<file path="config.mk">
export PLATFORM = sky130hd
export DESIGN_NAME = prng_roll_ctrl
export DESIGN_NICKNAME = d
export VERILOG_FILES = /design/src/rtl/prng_roll_ctrl.sv
export SDC_FILE = /design/constraint.sdc
export NUM_CORES = 1
export LEC_CHECK = 0
export BUFFER_PORTS_ARGS = -buffer_cell sky130_fd_sc_hd__buf_2
export CAP_MARGIN = 20
export CORE_UTILIZATION = 56
export CTS_CLUSTER_SIZE = 20
export DETAILED_ROUTE_END_ITERATION = 16
export GPL_TIMING_DRIVEN = 0
export PLACE_DENSITY = 0.78
export SLEW_MARGIN = 20
export SYNTH_ARGS = -nofsm -noshare
export SYNTH_HDL_FRONTEND = slang
export SYNTH_SLANG_ARGS = --single-unit
</file>
<file path="constraint.sdc">
create_clock -name CLK -period 1.96 [get_ports CLK]
set_clock_uncertainty 0.1 [all_clocks]
set_input_delay 0 -clock CLK [delete_from_list [all_inputs] [get_ports CLK]]
set_output_delay 0 -clock CLK [all_outputs]
set_load 0.02 [all_outputs]
</file>
<file path="src/rtl/prng_roll_ctrl.sv">
// Dice-roll controller: debounces a button, animates a roll from the
// PRNG byte stream, then rejection-samples and holds a value in 1..N.
module prng_roll_ctrl #(
  parameter logic [15:0] DEBOUNCE_CYCLES = 16'd50000,
  parameter logic [3:0]  ROLL_STEPS      = 4'd8
) (
  input  logic       CLK,
  input  logic       rst,
  input  logic [7:0] rnd_in,
  input  logic       rnd_valid,
  input  logic       btn,
  input  logic [3:0] range_in,
  output logic [4:0] value,
  output logic       value_valid,
  output logic       busy,
  output logic [7:0] roll_count
);

  typedef enum logic {IDLE, ROLL} state_t;

  state_t      state;
  logic        sync0;
  logic        sync1;
  logic        deb;
  logic        deb_q;
  logic        press;
  logic [15:0] cnt;
  logic [3:0]  steps;
  logic [4:0]  n_lat;
  logic [4:0]  cand;
  logic        accept;

  assign cand   = {1'b0, rnd_in[3:0]};
  assign accept = rnd_valid && (cand < n_lat);

  always_ff @(posedge CLK or negedge rst) begin
    if (!rst) begin
      sync0 <= 1'b0;
      sync1 <= 1'b0;
      deb   <= 1'b0;
      deb_q <= 1'b0;
      press <= 1'b0;
      cnt   <= 16'd0;
    end else begin
      sync0 <= btn;
      sync1 <= sync0;
      deb_q <= deb;
      press <= deb & ~deb_q;
      if (sync1 == deb) begin
        cnt <= 16'd0;
      end else if (cnt == DEBOUNCE_CYCLES - 16'd1) begin
        deb <= sync1;
        cnt <= 16'd0;
      end else begin
        cnt <= cnt + 16'd1;
      end
    end
  end

  // A press that coincides with the final accept is lost by design.
  always_ff @(posedge CLK or negedge rst) begin
    if (!rst) begin
      state       <= IDLE;
      value       <= 5'd0;
      value_valid <= 1'b0;
      busy        <= 1'b0;
      roll_count  <= 8'd0;
      steps       <= 4'd0;
      n_lat       <= 5'd0;
    end else begin
      value_valid <= 1'b0;
      unique case (state)
        IDLE: begin
          if (press) begin
            n_lat <= (range_in == 4'd0) ? 5'd16
                                        : {1'b0, range_in};
            steps <= ROLL_STEPS;
            busy  <= 1'b1;
            state <= ROLL;
          end
        end
        ROLL: begin
          if (accept) begin
            value <= cand + 5'd1;
            steps <= steps - 4'd1;
            if (steps == 4'd1) begin
              value_valid <= 1'b1;
              roll_count  <= roll_count + 8'd1;
              busy        <= 1'b0;
              state       <= IDLE;
            end
          end
        end
        default: state <= IDLE;
      endcase
    end
  end

endmodule

</file>
# == After elaboration in Yosys (flattened, before gate mapping) ==
# Cells that the tools add are included.
# op_classes
bitwise,4
add_sub_neg,4
n_mux,17
magnitude_cmp,1
n_reduce_logical,8
n_eq_ne,6
# ops
cell,count
$mux W16,2
$add A16 B1 Y16 const B,1
$eq A16 B16 Y1 const B,1
$mux W1,9
$add A8 B1 Y8 const B,1
$mux W4,2
$pmux W4 S2,1
$reduce_and A2 Y1,4
$reduce_and A3 Y1,2
$add A4 B1 Y5 const B,1
$lt A4 B5 Y1,1
$mux W5,1
$eq A4 B1 Y1 const B,1
$logic_not A4 Y1,1
$ne A2 B1 Y1 const B,2
$pmux W1 S2,2
$sub A4 B1 Y4 const B,1
$not A1 Y1,3
$ne A2 B2 Y1 const B,1
$and A1 B1 Y1,1
$eq A1 B1 Y1,1
$logic_and A1 B1 Y1,1
# totals
regBits,46
output_inout_bits,15
inputBits,16
word_cells,53

# == Depth between registers and ports, before layout ==
# logic_depth
word_depth,4
depth_mapped,8
ltp_nobuf,7

# == Worst setup path after synthesis ==
# OpenSTA, ideal clock, no wires.
# synth_timing
path_kind,register to register
startpoint,register n_lat[2]
endpoint,register steps[1]
setup_ps,79
path_stages_with_launch,8
t_required_ps,1781
t_arrival_ps,1516
setup_slack_ps,264
path_buffers,1
synth_period_minus_slack_ps,1696
path_cell_list,dfrtp_1 -> inv_1 -> ha_1 -> a21oi_1 -> o21ai_0 -> a21oi_2 -> buf_2 -> mux2i_1
# synth_via
elab_chain_len,4
# synth_rtl
item,line,rtl
from (decl),29,logic [4:0] n_lat;
from (signal assigned),75,n_lat <= (range_in == 4'd0) ? 5'd16
$lt A4 B5 Y1,34,assign accept = rnd_valid && (cand < n_lat);
$logic_and A1 B1 Y1,34,
$ne A2 B1 Y1 (no source line),-,
$reduce_and A2 Y1 (no source line),-,
to (signal assigned),85,steps <= steps - 4'd1;
to (decl),28,logic [3:0] steps;
# Every way passes these cells.
# A chain may end at the register's enable or synchronous reset.

# == Final worst setup path ==
# layout_timing
startpoint,input port rnd_in[2]
endpoint,register roll_count[3]
# layout_via
elab_chain_len,3
# layout_rtl
item,line,rtl
from (decl),9,"input logic [7:0] rnd_in,"
$lt A4 B5 Y1,34,
$logic_and A1 B1 Y1,34,
$reduce_and A3 Y1 (no source line),-,
to (signal assigned),88,roll_count <= roll_count + 8'd1;
to (decl),16,output logic [7:0] roll_count
# Every way passes these cells.

==> key figures <==
Outcome
  • Run status: finished clean

Global route
  • Gr usage total: 22.82%
  • Antenna violations before repair: 0
  • Vias in the first global route: 1617
  • Largest net degree at the start of global routing: 47
  • Grt ovf: 0
  • Global-route wire length before repair: 6927 µm

Pwr
  • P per Cell Area: 976.3 nW/µm²
  • Total power: 2.477 mW
  • VDD IR-drop max: 0.0006015 V
  • Cell leakage power: 1.232 nW

Timing
  • Minimum clock period: 1.841 ns
  • Period Utilization, post-route: 93.95%
  • Fmax: 543.1 MHz
  • Final Hold Fails: 0
  • RSZ-0062 raised after global routing: false
  • Relative slew slack: 62.47%
  • Max-slew violations: 0
  • Worst slew pin tran: 0.5629 ns
  • Setup-failing EPs final: 0
  • Setup TNS: 0 ns
  • Hold slack: 0.08004 ns

Flow run
  • Max-Cap Viols: 0

Die
  • Die Y: 63.36 µm
  • Row count: 21
  • Die Wd: 63.36 µm
  • Core Area: 3468 µm²
  • Initial Util: 60.79%
  • Num ports: 31
  • Die area: 4014 µm²

Critical path
  • Setup CP Type: input pin to register
  • Top fanout value on the critical path: 10
  • Critical Path Sink Type: register
  • Critical Path AT: 1.94 ns
  • CP Launch Type: input pin
  • WP data required: 2.06 ns

Layout
  • # diodes: 0
  • Area grow syn2layout: 20.36%
  • Final cell count without fillers: 286
  • Multi-input combinational cell area: 879.6 µm²
  • Share of layout cells above drive strength 1: 20.83%
  • Commonest cells after routing, fill and taps aside: 46 x dfrtp_1, 26 x buf_2, 21 x nor2_1
  • Post-layout util: 73.16%
  • Post-layout nets: 263
  • Fillcell total: 265
  • Commonest non-fill, non-tap cell in the layout: dfrtp_1
  • Register Area: 1151 µm²

Detailed routing
  • First-pass DRT Iterations: 4
  • Vias per cell: 5.276
  • Starting DRC count in detailed routing: 73
  • Routed Antenna Nets: 0
  • Routed via count: 1509
  • DRT Wirelength: 3941 µm
  • Residual DRC: 0
  • Post-DR wirelength/cell: 13.78 µm

Synthesis
  • Mapped cell area: 2108 µm²
  • Mapped Cells: 193
  • Count of state elements after synthesis: 46
  • Synth warn: 0
  • Yosys cell types: 36
  • Post-synth EDFFs: 0
  • Main synth FF type: dfrtp_1
  • Mean Syn Cell Area: 10.92 µm²
  • Async S/R FF share, synth: 100.0%
  • Sequential fraction of the synthesis area: 54.60%
  • Syn nets: 217

CTS
  • Clk_lat worst skew: 0.31 ns
  • Max H-tree Level: 2
  • CTS Buffer Depth: 2
  • CTS sink cnt: 46
  • Reg clk slew, reported paths: 0.09 ns
  • CTS tree: built
  • CTS buffer count: 5
  • Root Driver: clkbuf_8

Min path
  • Worst hold-check path type: input pin to register

Placement
  • Dpl cells: 265
  • DP HPWL: 2779 µm
  • Gpl congestion: 0.7891
  • PortBufs: 26
[synth_stat cells (2+ instances only)]
library cell / number / share of area, %
and3_1: 6 / 1.8
nor3_1: 4 / 0.95
inv_1: 9 / 1.6
nand3_1: 9 / 2.1
xor2_1: 11 / 4.6
a21oi_1: 5 / 1.2
nor2_1: 21 / 3.7
nor2_2: 2 / 0.59
o21ai_0: 6 / 1.4
xnor2_1: 14 / 5.8
nand4_1: 5 / 1.5
dfrtp_1: 46 / 55
nand2_1: 15 / 2.7
mux2_2: 3 / 1.6
nor2b_1: 5 / 1.5
ha_1: 8 / 4.7
mux2i_1: 3 / 1.4
and4_1: 3 / 1.2
[where the power goes]
group	switching [mW]	total, mW	internal [mW]
Clock	0.325	0.707	0.382
Combinational	0.319	0.573	0.254
Sequential	0.115	1.20	1.08
Total	0.760	2.48	1.72
[cell type report]
class / instances / share of cell area [%]
multi-input combinational: 133 / 34.66
clock buffer: 5 / 2.712
timing repair buffer: 39 / 10.06
tap: 46 / 2.268
sequential: 46 / 45.36
buffer: 5 / 1.874
clock inverter: 3 / 1.726
inverter: 9 / 1.331
[worst max-delay path, stage by stage]
cell	delay, ns
dlygate4sd3_1	0.54
buf_2	0.15
ha_1	0.31
a21oi_1	0.13
o21ai_1	0.13
a21oi_2	0.19
buf_4	0.19
nand4_1	0.14
xnor2_1	0.15
[metal layers]
metal | wire length, µm | vias to the layer above | track usage, %
li1 | - | 740 | -
met1 | 1669 | 725 | 25.15
met2 | 2037 | 35 | 40.96
met3 | 140 | 9 | 5.978
met4 | 94 | 0 | 9.659
met5 | 0 | - | 0
[what timing repair did]
item	4_1_cts	5_1_grt
hold buffers	10	0
pin swaps	1	1
buffers inserted	2	1
gates resized for setup	0	2
hold endpoints to repair	56	0
endpoints found under the setup margin	1	6
[final timing paths]
check	depth (start not counted)	start	end	slack, ns
worst max-delay path	9	rnd_in[2]	roll_count[3]$_DFFE_PN0P_	0.12
worst min-delay path	4	rnd_valid	value_valid$_DFF_PN0_	0.08
worst max register to register	8	n_lat[2]$_DFFE_PN0P_	roll_count[3]$_DFFE_PN0P_	0.14
worst min register to register	0	sync0$_DFF_PN0_	sync1$_DFF_PN0_	0.25
max in group asynchronous	2	rst	cnt[10]$_DFF_PN0_	1.24
min in group asynchronous	2	rst	value[3]$_DFFE_PN0P_	0.13
[per-stage QoR]
| stage | setup WS (ns) | instance area [µm²] |
|---|---|---|
| final | 0.1186 | 2537 |
| after global placement | 0.08568 | 2296 |
| after detailed placement | 0.002396 | 2296 |
| after global routing | 0.006674 | 2537 |
| after CTS | 0.01048 | 2524 |
| after floorplan | 0.2644 | 2108 |
[flip-flops by register name, indices dropped and copies added, names as in the netlist]
register and flops:
steps 4, state 1, sync0 1, deb_q 1, press 1, roll_count 8, value_valid 1, deb 1
value 5, cnt 16, n_lat 5, busy 1, sync1 1
[cells by family after synthesis]
| kind of cell | count (synthesis) | synth area share (%) |
|---|---|---|
| AOI/OAI and AO/OA | 16 | 4.570 |
| xor gates and xnor gates | 25 | 10.39 |
| adders and majority gates | 8 | 4.748 |
| buffers and inverters | 14 | 3.857 |
| DFF | 46 | 54.60 |
| muxes | 6 | 3.027 |
| and+or+nand+nor | 78 | 18.81 |
Power figures use the tool's default switching activity.
